===== config.mk =====
export PLATFORM = sky130hd
export DESIGN_NAME = ss_scroll_sched
export DESIGN_NICKNAME = d
export VERILOG_FILES = /design/src/rtl/ss_pkg.sv /design/src/rtl/ascii_to_ss.sv /design/src/rtl/ss_scroll_sched.sv
export SDC_FILE = /design/constraint.sdc
export NUM_CORES = 1
export LEC_CHECK = 0
export ABC_AREA = 1
export CAP_MARGIN = 15
export CORE_MARGIN = 2
export CORE_UTILIZATION = 35
export CTS_BUF_LIST = sky130_fd_sc_hd__clkbuf_16
export DETAILED_ROUTE_END_ITERATION = 10
export PLACE_DENSITY = 0.58
export SETUP_SLACK_MARGIN = 0.15
export SLEW_MARGIN = 20
export SYNTH_ARGS = -nofsm -noshare
export SYNTH_HDL_FRONTEND = slang
export SYNTH_SLANG_ARGS = --single-unit

===== constraint.sdc =====
create_clock -name clk -period 8.95 [get_ports clk]
set_clock_uncertainty 0.1 [all_clocks]
set_input_delay 2.2375 -clock clk [delete_from_list [all_inputs] [get_ports clk]]
set_output_delay 2.2375 -clock clk [all_outputs]
set_load 0.01 [all_outputs]

===== src/rtl/ss_pkg.sv =====
// Shared types, ASCII-to-segment table and digit-select patterns for the
// seven-segment scan scheduler.
package ss_pkg;

    typedef logic [6:0] ss_char_t;
    typedef logic [6:0] seg_t;

    localparam logic [3:0] DIG_OFF = 4'b1111;
    localparam logic [3:0] DIG_D0  = 4'b1110;
    localparam logic [3:0] DIG_D1  = 4'b1101;
    localparam logic [3:0] DIG_D2  = 4'b1011;
    localparam logic [3:0] DIG_D3  = 4'b0111;

    function automatic logic [3:0] dig_pat(input logic [1:0] d);
        case (d)
            2'd0:    return DIG_D0;
            2'd1:    return DIG_D1;
            2'd2:    return DIG_D2;
            default: return DIG_D3;
        endcase
    endfunction

    // Segment order {g,f,e,d,c,b,a}; lowercase folds onto uppercase glyphs.
    function automatic seg_t ascii_to_seg(input ss_char_t c);
        ss_char_t u;
        u = (c >= 7'h61 && c <= 7'h7A) ? c - 7'h20 : c;
        case (u)
            7'h2D:   return 7'h40;
            7'h30:   return 7'h3F;
            7'h31:   return 7'h06;
            7'h32:   return 7'h5B;
            7'h33:   return 7'h4F;
            7'h34:   return 7'h66;
            7'h35:   return 7'h6D;
            7'h36:   return 7'h7D;
            7'h37:   return 7'h07;
            7'h38:   return 7'h7F;
            7'h39:   return 7'h6F;
            7'h41:   return 7'h77;
            7'h42:   return 7'h7C;
            7'h43:   return 7'h39;
            7'h44:   return 7'h5E;
            7'h45:   return 7'h79;
            7'h46:   return 7'h71;
            7'h47:   return 7'h3D;
            7'h48:   return 7'h76;
            7'h49:   return 7'h30;
            7'h4A:   return 7'h1E;
            7'h4C:   return 7'h38;
            7'h4E:   return 7'h54;
            7'h4F:   return 7'h3F;
            7'h50:   return 7'h73;
            7'h52:   return 7'h50;
            7'h53:   return 7'h6D;
            7'h54:   return 7'h78;
            7'h55:   return 7'h3E;
            7'h59:   return 7'h6E;
            7'h5F:   return 7'h08;
            default: return 7'h00;
        endcase
    endfunction

endpackage


===== src/rtl/ascii_to_ss.sv =====
// Combinational ASCII to seven-segment decoder.
module ascii_to_ss
    import ss_pkg::*;
(
    input  ss_char_t ch,
    output seg_t     seg
);

    assign seg = ascii_to_seg(ch);

endmodule


===== src/rtl/ss_scroll_sched.sv =====
// Scan scheduler and scroll controller for a 4-digit seven-segment display.
//   state  | meaning
//   OFF    | display disabled, dig all high, ss blank
//   BLANK  | slot start, all digits off (anti-ghosting)
//   DRIVE  | current digit driven with its latched segment pattern
module ss_scroll_sched
    import ss_pkg::*;
#(
    parameter int SCAN_DIV      = 100,
    parameter int BLANK_CYC     = 1,
    parameter int SCROLL_FRAMES = 64,
    parameter int MSG_LEN       = 16
) (
    input  logic                       clk,
    input  logic                       rst_n,
    input  logic [7:0]                 sw,
    input  logic                       wr_en,
    input  logic [$clog2(MSG_LEN)-1:0] wr_addr,
    input  logic [6:0]                 wr_char,
    output logic [6:0]                 ss,
    output logic [3:0]                 dig,
    output logic                       step
);

    localparam int AW = $clog2(MSG_LEN);
    localparam int SW = $clog2(SCAN_DIV);
    localparam int FW = $clog2(SCROLL_FRAMES + 1);

    localparam logic [1:0] ST_OFF   = 2'd0;
    localparam logic [1:0] ST_BLANK = 2'd1;
    localparam logic [1:0] ST_DRIVE = 2'd2;

    logic [1:0]    state_q, state_d;
    logic [SW-1:0] slot_q, slot_d;
    logic [1:0]    digit_q, digit_d;
    logic [FW-1:0] frame_q, frame_d;
    logic [AW-1:0] pos_q, pos_d;
    seg_t          ss_q, ss_d;
    logic [3:0]    dig_q, dig_d;
    logic          step_q, step_d;
    ss_char_t      msg_q [MSG_LEN];
    ss_char_t      msg_d [MSG_LEN];

    logic          frame_end;
    logic [FW-1:0] period;
    logic [FW:0]   frame_inc;
    logic [AW-1:0] rd_idx;
    ss_char_t      rd_char;
    seg_t          rd_seg;
    logic [31:0]   wr_addr_ext;
    logic          wr_in_range;
    logic          unused_sw;

    assign unused_sw = ^sw[7:5];

    assign rd_idx  = pos_q + AW'(digit_q);
    assign rd_char = msg_q[rd_idx];

    ascii_to_ss u_dec (
        .ch  (rd_char),
        .seg (rd_seg)
    );

    assign wr_addr_ext = 32'(wr_addr);
    assign wr_in_range = wr_addr_ext < 32'(MSG_LEN);

    always_comb begin
        for (int i = 0; i < MSG_LEN; i++) begin
            msg_d[i] = msg_q[i];
        end
        if (wr_en && wr_in_range) begin
            msg_d[wr_addr] = wr_char;
        end
    end

    always_comb begin
        period = FW'(SCROLL_FRAMES >> sw[3:2]);
        if (period == '0) begin
            period = FW'(1);
        end
        frame_inc = {1'b0, frame_q} + (FW + 1)'(1);
    end

    always_comb begin
        state_d   = state_q;
        slot_d    = slot_q;
        digit_d   = digit_q;
        frame_d   = frame_q;
        pos_d     = pos_q;
        ss_d      = ss_q;
        dig_d     = dig_q;
        step_d    = 1'b0;
        frame_end = 1'b0;

        if (!sw[0]) begin
            state_d = ST_OFF;
            slot_d  = '0;
            digit_d = '0;
            ss_d    = '0;
            dig_d   = DIG_OFF;
        end else begin
            case (state_q)
                ST_OFF: begin
                    state_d = ST_BLANK;
                    slot_d  = '0;
                    digit_d = '0;
                    ss_d    = '0;
                    dig_d   = DIG_OFF;
                end
                ST_BLANK: begin
                    slot_d = slot_q + SW'(1);
                    if (slot_q == SW'(BLANK_CYC - 1)) begin
                        state_d = ST_DRIVE;
                        ss_d    = rd_seg;
                        dig_d   = dig_pat(digit_q);
                    end else begin
                        ss_d    = '0;
                        dig_d   = DIG_OFF;
                    end
                end
                ST_DRIVE: begin
                    if (slot_q == SW'(SCAN_DIV - 1)) begin
                        state_d   = ST_BLANK;
                        slot_d    = '0;
                        digit_d   = digit_q + 2'd1;
                        ss_d      = '0;
                        dig_d     = DIG_OFF;
                        frame_end = (digit_q == 2'd3);
                    end else begin
                        slot_d = slot_q + SW'(1);
                    end
                end
                default: begin
                    state_d = ST_OFF;
                    ss_d    = '0;
                    dig_d   = DIG_OFF;
                end
            endcase
        end

        // >= rather than == so a speed change mid-period never skips a step.
        if (frame_end) begin
            if (frame_inc >= {1'b0, period}) begin
                frame_d = '0;
                if (!sw[4]) begin
                    pos_d  = sw[1] ? pos_q - AW'(1) : pos_q + AW'(1);
                    step_d = 1'b1;
                end
            end else begin
                frame_d = frame_inc[FW-1:0];
            end
        end
    end

    always_ff @(posedge clk or negedge rst_n) begin
        if (!rst_n) begin
            state_q <= ST_OFF;
            slot_q  <= '0;
            digit_q <= '0;
            frame_q <= '0;
            pos_q   <= '0;
            ss_q    <= '0;
            dig_q   <= DIG_OFF;
            step_q  <= 1'b0;
            for (int i = 0; i < MSG_LEN; i++) begin
                msg_q[i] <= 7'h20;
            end
        end else begin
            state_q <= state_d;
            slot_q  <= slot_d;
            digit_q <= digit_d;
            frame_q <= frame_d;
            pos_q   <= pos_d;
            ss_q    <= ss_d;
            dig_q   <= dig_d;
            step_q  <= step_d;
            for (int i = 0; i < MSG_LEN; i++) begin
                msg_q[i] <= msg_d[i];
            end
        end
    end

    assign ss   = ss_q;
    assign dig  = dig_q;
    assign step = step_q;

endmodule


==> run_results.csv, run 1 <==
group,metric,value,unit
logic_synthesis,ys.flop_type,"dfrtp_1",
critical_path,crit_path_start_kind,"flop",
sta,tightest_slew,942,ps
detailed_routing,drt_iter0_drc,426,
detailed_routing,vias,6931,
global_route,grt_antenna_before_repair,0,
logic_synthesis,synthesis.nets,1145,
logic_synthesis,syn_inst,1092,
finish,nNetsFinal,1149,
clocking,numCtsBuffers,17,
min_path,min_path_type,"reg2reg",
critical_path,critPathMaxFanout,64,
clocking,clock_path_buffers,2,
floorplanning,die_h,157,um
finish,layout-drive-gt1-share,0.0812,
critical_path,crit_family,"simple AND/OR/NAND/NOR gates",
sta,period_share,0.491,
critical_path,worstPathCellList,"ha_2, buf_4, inv_2, buf_4, o21ai_0, nand3_1, nand3_1, nand2_2, inv_2, ha_1, inv_1, nor2_1, nand3_1, nand2_4, nand3_1, nand3_1, nand2_1, nand3_1, nand2_1",
critical_path,path_class,"reg2reg",
floorplanning,dieArea,24800,um^2
place,gp_congestion,0.840,
place,dp_hpwl,13000,um
finish,fill_cells,2449,
sta,fmax,0.228,GHz
critical_path,critPathBufInv,5,
critical_path,slowest_delay,580,ps
sta,finalSetupViolCount,0,
floorplanning,core_area,23300,um^2
global_route,globalRouteTotalUtil,0.173,
logic_synthesis,ys_top_cells_by_area,"dfrtp_1 (38%), nand2_1 (14%), o21ai_0 (8.2%)",
logic_synthesis,ys_seq_elements,146,
detailed_routing,wirelength,19900,um
clocking,cts_hold_buffers,0,
sta,hold_violations,0,
place,io_buffers,30,
sta,rsz0062_at_grt,"false",
power,powerDensity,208,nW/um^2
global_route,grt.overflow.total,0,
clocking,cts_root_buffer,"clkbuf_16",
logic_synthesis,syn_area_per_cell,7.55,um^2
logic_synthesis,postSynth.asyncResetShare,1.00,
critical_path,cp-end-kind,"flop",
sta,hold_slack,379,ps
clocking,cts.clk_slew.worst_paths,60,ps
critical_path,critPathArrivalTime,4600,ps
logic_synthesis,synth_top_cell_area_share,0.383,
floorplanning,num_rows,56,
logic_synthesis,synth_area,8240,um^2
floorplanning,start_util,0.354,
clocking,cts_tree,"done",
clocking,cts_setup_buffers,0,
detailed_routing,post_drt_wl_per_cell,13.9,um
clocking,clock_sinks,146,
power,cellLeakagePower,4.39,nW
clocking,clk_latency,420,ps
global_route,grt_pass1_vias,6712,
sta,setup_tns,0,ps
logic_synthesis,yosysWarnings,0,
logic_synthesis,synthDistinctLibCells,39,
detailed_routing,dr.pass1.iters,5,
status,outcome,"finished clean",
detailed_routing,antenna_left,0,
global_route,grt_max_degree,88,
global_route,grt_first_pass_wirelength,33800,um
finish,synthToLayoutAreaGrowth,12.5,%
sta,maxSlewHeadroom,0.370,
finish,antenna_cells,0,
detailed_routing,drc_errors,0,
clocking,h-tree-depth,4,
logic_synthesis,synth-edff-count,0,
floorplanning,die_w,157,um
critical_path,cp_common_cell,"nand3_1",
logic_synthesis,yosys.area.top_type,"dfrtp_1",
logic_synthesis,yosysSeqAreaShare,0.446,
job,drv_cap,0,
sta,drv_slew,0,
detailed_routing,viasPerCell,4.85,
sta,min_period,4390,ps
finish,layout_commonest_cell,"nand2_1",
finish,mostFrequentLayoutCells,"nand2_1 (307), o21ai_0 (135), nand3_1 (126), dfrtp_1 (126), inv_1 (111)",
power,ir_drop,95.1,uV
critical_path,required,9160,ps
floorplanning,ios,34,
clocking,cts.repair.resized,0,
critical_path,crit_path_top_delay_cell,"buf_4",
## synth_stat cells (9+ instances only)
library cell  count
a21oi_1          22
buf_2            19
clkbuf_1         24
dfrtp_1         126
dfstp_2          20
ha_1             29
inv_1           110
nand2_1         307
nand3_1         126
nand4_1          10
nor2_1           70
nor3_1            9
o21ai_0         135
o21ai_1          10
xor2_1           10
## report_power, final
group / total (mW) / internal [mW] / switching (mW)
registers: 0.846 / 0.789 / 0.0574
clock network: 0.633 / 0.351 / 0.282
logic: 0.449 / 0.160 / 0.289
## final timing paths
path                                              from               endpoint  slack, ps  cells past startpoint
max in group asynchronous                        rst_n  msg_q[98]$_DFFE_PN0P_       5730                      2
min in group asynchronous                        rst_n  msg_q[38]$_DFFE_PN0P_       1760                      1
worst max-delay path            digit_q[0]$_DFFE_PN0P_      ss[0]$_DFFE_PN0P_       4560                     19
worst max register to register  digit_q[0]$_DFFE_PN0P_      ss[0]$_DFFE_PN0P_       4560                     19
worst min register to register   msg_q[94]$_DFFE_PN0P_  msg_q[94]$_DFFE_PN0P_        380                      2
worst min-delay path             msg_q[94]$_DFFE_PN0P_  msg_q[94]$_DFFE_PN0P_        380                      2
## registers in the layout (all words and copies together) (netlist names)
signal and count:
digit_q 2, frame_q 7, dig 4, slot_q 7, step 1, state_q 2
ss 7, pos_q 4, msg_q 112
## stage by stage
stage          instance area [um^2]  setup slack (ps)  utilization  std cells  power [mW]
2_1_floorplan                  8240              5340            -       1092        1.18
3_3_place_gp                   8740              4430        0.376       1396        1.30
3_5_place_dp                   8740              4420        0.376       1396        1.31
4_1_cts                        9260              4590        0.398       1428        1.95
5_1_grt                        9270              4230        0.398       1428        2.07
6_report                       9270              4560        0.398       1428        1.93
## cells by family after synthesis
group,Yosys count,share of synthesized area
compound gates,182,0.115
xor+xnor,12,0.0146
fa+ha+maj,31,0.0489
buf+inv,168,0.0834
flops,146,0.446
other cells,1,0.000455
simple gates,552,0.292
## metal layers
metal	global-route usage	vias up	routed length, um
met5	0	-	0
met4	0.0671	0	497
met3	0.0231	31	655
met2	0.279	110	9290
met1	0.236	3260	9440
li1	-	3530	-
## worst reg2reg max path, cell delays in order, from the launching register on
cell and delay (ps):
dfrtp_1 420, ha_2 330, buf_4 580, inv_2 310
buf_4 360, o21ai_0 240, nand3_1 130, nand3_1 200
nand2_2 180, inv_2 160, ha_1 250, inv_1 60
nor2_1 140, nand3_1 140, nand2_4 130, nand3_1 210
nand3_1 160, nand2_1 60, nand3_1 60, nand2_1 50
## cell type report
type	instances	area, um^2	share of cell area
sequential	146	3680	0.397
clock inverter	15	93.8	0.0101
multi-input combinational	778	3890	0.420
timing repair buffer	34	332	0.0358
inverter	119	449	0.0485
clock buffer	17	425	0.0459
tap	319	399	0.0431
(Power assumes the default switching activity.)
==> run 2: changes to the inputs <==
==> constraint.sdc (replaced) <==
create_clock -name clk -period 4.2 [get_ports clk]
set_clock_uncertainty 0.1 [all_clocks]
set_input_delay 1.05 -clock clk [delete_from_list [all_inputs] [get_ports clk]]
set_output_delay 1.05 -clock clk [all_outputs]
set_load 0.01 [all_outputs]
==> run 2 against run 1 <==
  * Die area unchanged
  * Combinational power up 120%
  * Non-clock buffer count up 13
  * Largest power group unchanged
  * Global-route usage about the same
  * First-iteration DRC count up 12%
  * Worst setup slack worse by 4000 ps
  * Flip-flop and latch count unchanged
  * Total power up 120%
==> run_results.csv, run 2 (synthesis results as in run 1) <==
group,metric,value,unit
clocking,clock_sinks,146,
critical_path,worst-r2r-setup-slack,560,ps
floorplanning,ios,34,
min_path,min_path_cells,2,
power,swShare,0.330,
place,gp_congestion,0.856,
critical_path,cp-endpoint,"ss[3]$_DFFE_PN0P_",
floorplanning,dieArea,24800,um^2
critical_path,reg2reg_depth,18,
global_route,globalRouteTotalUtil,0.173,
clocking,cts_root_buffer,"clkbuf_16",
detailed_routing,viasPerCell,4.81,
power,cellLeakagePower,4.47,nW
finish,final_util,0.404,
detailed_routing,post_drt_wl_per_cell,14.0,um
min_path,min_path_type,"reg2reg",
finish,layoutNonFillerInstCount,1441,
critical_path,reg2reg_from,"digit_q[0]$_DFFE_PN0P_",
power,combPwrFrac,0.234,
clocking,numCtsBuffers,17,
sta,setup_tns,0,ps
detailed_routing,wirelength,20200,um
status,outcome,"finished clean",
detailed_routing,drt_iter0_drc,477,
finish,fill_cells,2441,
power,ir_drop,267,uV
power,powerDensity,444,nW/um^2
clocking,cts_setup_buffers,0,
sta,drv_slew,0,
floorplanning,start_util,0.354,
sta,tightest_slew,927,ps
critical_path,startpoint,"digit_q[0]$_DFFE_PN0P_",
sta,period_share,0.868,
detailed_routing,drc_errors,0,
job,drv_cap,0,
power,seqPwrFrac,0.432,
global_route,grt_first_pass_wirelength,33800,um
critical_path,critPathArrivalTime,3910,ps
place,io_buffers,30,
critical_path,r2r-end,"ss[3]$_DFFE_PN0P_",
sta,rsz0062_at_grt,"false",
critical_path,required,4470,ps
power,pwr-share-clk,0.334,
global_route,grt.overflow.total,0,
global_route,grt_antenna_before_repair,0,
clocking,cts_hold_buffers,0,
floorplanning,die_w,157,um
detailed_routing,vias,6925,
clocking,clk_latency,430,ps
place,numPlacedInstances,1409,
floorplanning,die_h,157,um
sta,fmax,0.274,GHz
critical_path,path_class,"reg2reg",
finish,mostFrequentLayoutCells,"nand2_1 (307), o21ai_0 (135), nand3_1 (126), dfrtp_1 (126), inv_1 (110)",
place,dp_hpwl,13700,um
floorplanning,num_rows,56,
floorplanning,core_area,23300,um^2
sta,min_period,3640,ps
critical_path,cp-end-kind,"flop",
finish,regMostFlops,"msg_q",
clocking,cts.clk_slew.worst_paths,60,ps
finish,layout-drive-gt1-share,0.0927,
finish,largest_reg_flops,112,
critical_path,crit_path_start_kind,"flop",
finish,layout_commonest_cell,"nand2_1",
sta,finalSetupViolCount,0,
global_route,grt_max_degree,96,
clocking,cts_tree,"done",
detailed_routing,antenna_left,0,
sta,maxSlewHeadroom,0.380,
power,internal_power,2.80,mW
finish,antenna_cells,0,
finish,nNetsFinal,1162,
clocking,h-tree-depth,4,
global_route,grt_pass1_vias,6485,
sta,hold_violations,0,
critical_path,critPathMaxFanout,7,
clocking,clock_path_buffers,2,
clocking,cts.repair.resized,0,
power,p_switching,1.38,mW
detailed_routing,dr.pass1.iters,6,
finish,synthToLayoutAreaGrowth,14.1,%
## run 2: changes by cell type in the layout (fill, tap and decap cells not counted), sizes merged
cell    change
buf        +13
clkinv      -1
inv         +1
## run 2: cell type report
type                       instances  area (um^2)  share of cell area
clock buffer                      17          425              0.0453
multi-input combinational        778         3880               0.413
inverter                         119          449              0.0478
tap                              319          399              0.0425
clock inverter                    15          110              0.0117
sequential                       146         3680               0.391
timing repair buffer              47          454              0.0483
## run 2: power groups by stage
stage	combinational (mW)	clock (mW)	sequential, mW
final	0.976	1.40	1.80
after global routing	1.14	1.49	1.83
after CTS	0.986	1.42	1.80
after detailed placement	0.982	0	1.82
after floorplan	0.720	0	1.80
after global placement	0.972	0	1.82
## run 2: stage by stage
stage / hold slack, ps / setup WS, ps / power (mW) / instance area (um^2)
after floorplan: 348 / 969 / 2.52 / 8240
after global placement: 362 / 554 / 2.79 / 8860
after detailed placement: 368 / 540 / 2.81 / 8860
after CTS: 385 / 515 / 4.21 / 9400
after global routing: 403 / 213 / 4.46 / 9400
final: 382 / 556 / 4.17 / 9400
## run 2: worst min-delay path by stage
stage                          start               endpoint  slack, ps
6_report           ss[2]$_DFFE_PN0P_      ss[2]$_DFFE_PN0P_        380
5_1_grt        msg_q[80]$_DFFE_PN0P_  msg_q[80]$_DFFE_PN0P_        400
4_1_cts        msg_q[78]$_DFFE_PN0P_  msg_q[78]$_DFFE_PN0P_        380
3_5_place_dp   msg_q[78]$_DFFE_PN0P_  msg_q[78]$_DFFE_PN0P_        370
3_3_place_gp    msg_q[1]$_DFFE_PN0P_   msg_q[1]$_DFFE_PN0P_        360
2_1_floorplan  msg_q[15]$_DFFE_PN0P_  msg_q[15]$_DFFE_PN0P_        350
## run 2: layer usage
| layer | vias up | wire length (um) | global-route usage |
|---|---|---|---|
| li1 | 3557 | - | - |
| met1 | 3223 | 9860 | 0.240 |
| met2 | 117 | 9440 | 0.277 |
| met3 | 28 | 533 | 0.0275 |
| met4 | 0 | 370 | 0.0558 |
| met5 | - | 0 | 0 |
## run 2: critical path, stage by stage, from the launching register on
cell and delay (ps):
dfrtp_1 430, ha_2 230, fa_1 470, xor2_2 430, buf_4 230, buf_4 150, nand3_1 90, nand3_1 100
nand2_2 120, inv_1 140, ha_1 200, nand3_1 90, nor2_1 150, nand2_2 120, nand3_1 230, nand3_1 120
nand2_1 70, nand3_1 70, nand2_1 60
==> run 3: changes to the inputs <==
--- a/config.mk
+++ b/config.mk
@@ -11,7 +11,7 @@
 export CORE_UTILIZATION = 35
 export CTS_BUF_LIST = sky130_fd_sc_hd__clkbuf_16
 export DETAILED_ROUTE_END_ITERATION = 10
-export PLACE_DENSITY = 0.58
+export PLACE_DENSITY_LB_ADDON = 0.05
 export SETUP_SLACK_MARGIN = 0.15
 export SLEW_MARGIN = 20
 export SYNTH_ARGS = -nofsm -noshare
==> run 3 against run 2 <==
  * Worst setup slack lost 24 ps
  * Utilization rose by 0.34 points
  * Via count increased by 0.65%
  * Sequential power barely moved
  * Clock-buffer cell count unchanged
  * Fmax shrank 0.66%
  * Global-route usage is 1.5 points higher
  * Total power up 4.1%
  * Die area is the same
  * Final cell count increased by 0.21%
  * Clock power increased by 12%
  * First-iteration DRC count decreased by 29%
  * Critical path type unchanged
  * Largest power group unchanged
==> run_results.csv, run 3 (synthesis results as in run 1) <==
group,metric,value,unit
finish,layout_commonest_cell,"nand2_1",
detailed_routing,drt_iter0_drc,341,
finish,nNetsFinal,1165,
critical_path,critPathMaxFanout,9,
floorplanning,ios,34,
floorplanning,dieArea,24800,um^2
critical_path,crit_path_start_kind,"flop",
critical_path,critPathArrivalTime,3880,ps
clocking,clock_path_buffers,2,
sta,rsz0062_at_grt,"false",
floorplanning,die_h,157,um
sta,fmax,0.273,GHz
global_route,grt_first_pass_wirelength,36200,um
sta,hold_slack,378,ps
clocking,h-tree-depth,4,
place,gp_congestion,0.799,
detailed_routing,drc_errors,0,
critical_path,critPathBufInv,4,
power,powerDensity,458,nW/um^2
critical_path,reg2reg_depth,19,
finish,regMostFlops,"msg_q",
critical_path,path_class,"reg2reg",
critical_path,cp-end-kind,"flop",
global_route,grt_antenna_before_repair,0,
sta,finalSetupViolCount,0,
global_route,grt_max_degree,67,
sta,period_share,0.873,
detailed_routing,dr.pass1.iters,6,
sta,setup_tns,0,ps
sta,hold_violations,0,
critical_path,worstPathCellList,"ha_2, fa_1, inv_2, buf_4, nand2_1, nand3_1, nand3_1, nand2_2, buf_4, ha_1, inv_1, nor2_1, nand3_1, nand2_4, nand3_1, nand3_1, nand2_1, nand3_1, nand2_1",
clocking,cts_hold_buffers,0,
finish,antenna_cells,0,
detailed_routing,viasPerCell,4.83,
status,outcome,"finished clean",
clocking,cts_tree,"done",
floorplanning,core_area,23300,um^2
sta,min_period,3670,ps
clocking,numCtsBuffers,17,
floorplanning,start_util,0.354,
detailed_routing,post_drt_wl_per_cell,15.0,um
place,dp_hpwl,14600,um
global_route,globalRouteTotalUtil,0.188,
power,ir_drop,234,uV
detailed_routing,vias,6970,
critical_path,cp_common_cell,"nand3_1",
critical_path,crit_path_top_delay_cell,"fa_1",
clocking,clock_sinks,146,
finish,synthToLayoutAreaGrowth,15.0,%
clocking,clk_latency,430,ps
floorplanning,num_rows,56,
clocking,cts_setup_buffers,0,
finish,layout-drive-gt1-share,0.0960,
floorplanning,die_w,157,um
min_path,min_path_type,"reg2reg",
finish,mostFrequentLayoutCells,"nand2_1 (307), o21ai_0 (135), nand3_1 (126), dfrtp_1 (126), inv_1 (110)",
global_route,grt.overflow.total,0,
clocking,cts.repair.resized,0,
critical_path,required,4410,ps
sta,drv_slew,0,
job,drv_cap,0,
critical_path,crit_family,"simple AND/OR/NAND/NOR gates",
power,cellLeakagePower,4.52,nW
detailed_routing,antenna_left,0,
clocking,cts.clk_slew.worst_paths,60,ps
global_route,grt_pass1_vias,6830,
min_path,min_path_cells,2,
sta,maxSlewHeadroom,0.544,
critical_path,slowest_delay,510,ps
detailed_routing,wirelength,21600,um
place,io_buffers,30,
critical_path,crit_cells,19,
clocking,cts_root_buffer,"clkbuf_16",
finish,largest_reg_flops,112,
sta,tightest_slew,681,ps
==> run 3: power by group <==
part           switching (mW)  leakage (nW)  total [mW]  internal (mW)
registers               0.120          1.82        1.80           1.68
logic                   0.619          2.40       0.976          0.357
clock network           0.672         0.292        1.57          0.896
==> run 3: final timing paths <==
| path | from | endpoint | slack [ps] |
|---|---|---|---|
| max in group asynchronous | rst_n | dig[0]$_DFFE_PN1P_ | 2580 |
| setup / recovery | digit_q[0]$_DFFE_PN0P_ | ss[3]$_DFFE_PN0P_ | 530 |
| setup reg to reg | digit_q[0]$_DFFE_PN0P_ | ss[3]$_DFFE_PN0P_ | 530 |
| hold / removal | msg_q[1]$_DFFE_PN0P_ | msg_q[1]$_DFFE_PN0P_ | 380 |
| hold reg to reg | msg_q[1]$_DFFE_PN0P_ | msg_q[1]$_DFFE_PN0P_ | 380 |
| min in group asynchronous | rst_n | msg_q[46]$_DFFE_PN0P_ | 540 |
==> run 3: worst min-delay path, stage by stage, from the launching register on <==
cell and delay, ps:
dfrtp_1 340, nand2_1 50, o21ai_0 60
==> run 3: cell type report <==
class / instances / area (um^2)
inverters: 119 / 449
multi-input cells: 778 / 3880
fillers: 2481 / 13800
well taps: 319 / 399
clock inverters: 15 / 171
clock buffers: 17 / 425
flip-flops and latches: 146 / 3680
repair buffers: 50 / 477
==> run 3: metal layers <==
layer,GRT usage,up-vias,share of wire
met5,0,-,0
met1,0.259,3305,0.50
li1,-,3558,-
met4,0.0519,0,0.012
met3,0.0275,20,0.024
met2,0.309,87,0.47
==> run 3: through the flow <==
step           setup WS (ps)  power, mW  instance area, um^2  std cells   util
3_5_place_dp             509       2.81                 8880       1412  0.382
4_1_cts                  492       4.40                 9480       1444  0.407
6_report                 532       4.34                 9480       1444  0.407
5_1_grt                  186       4.65                 9480       1444  0.407
3_3_place_gp             526       2.81                 8880       1412  0.382
2_1_floorplan            969       2.52                 8240       1092      -
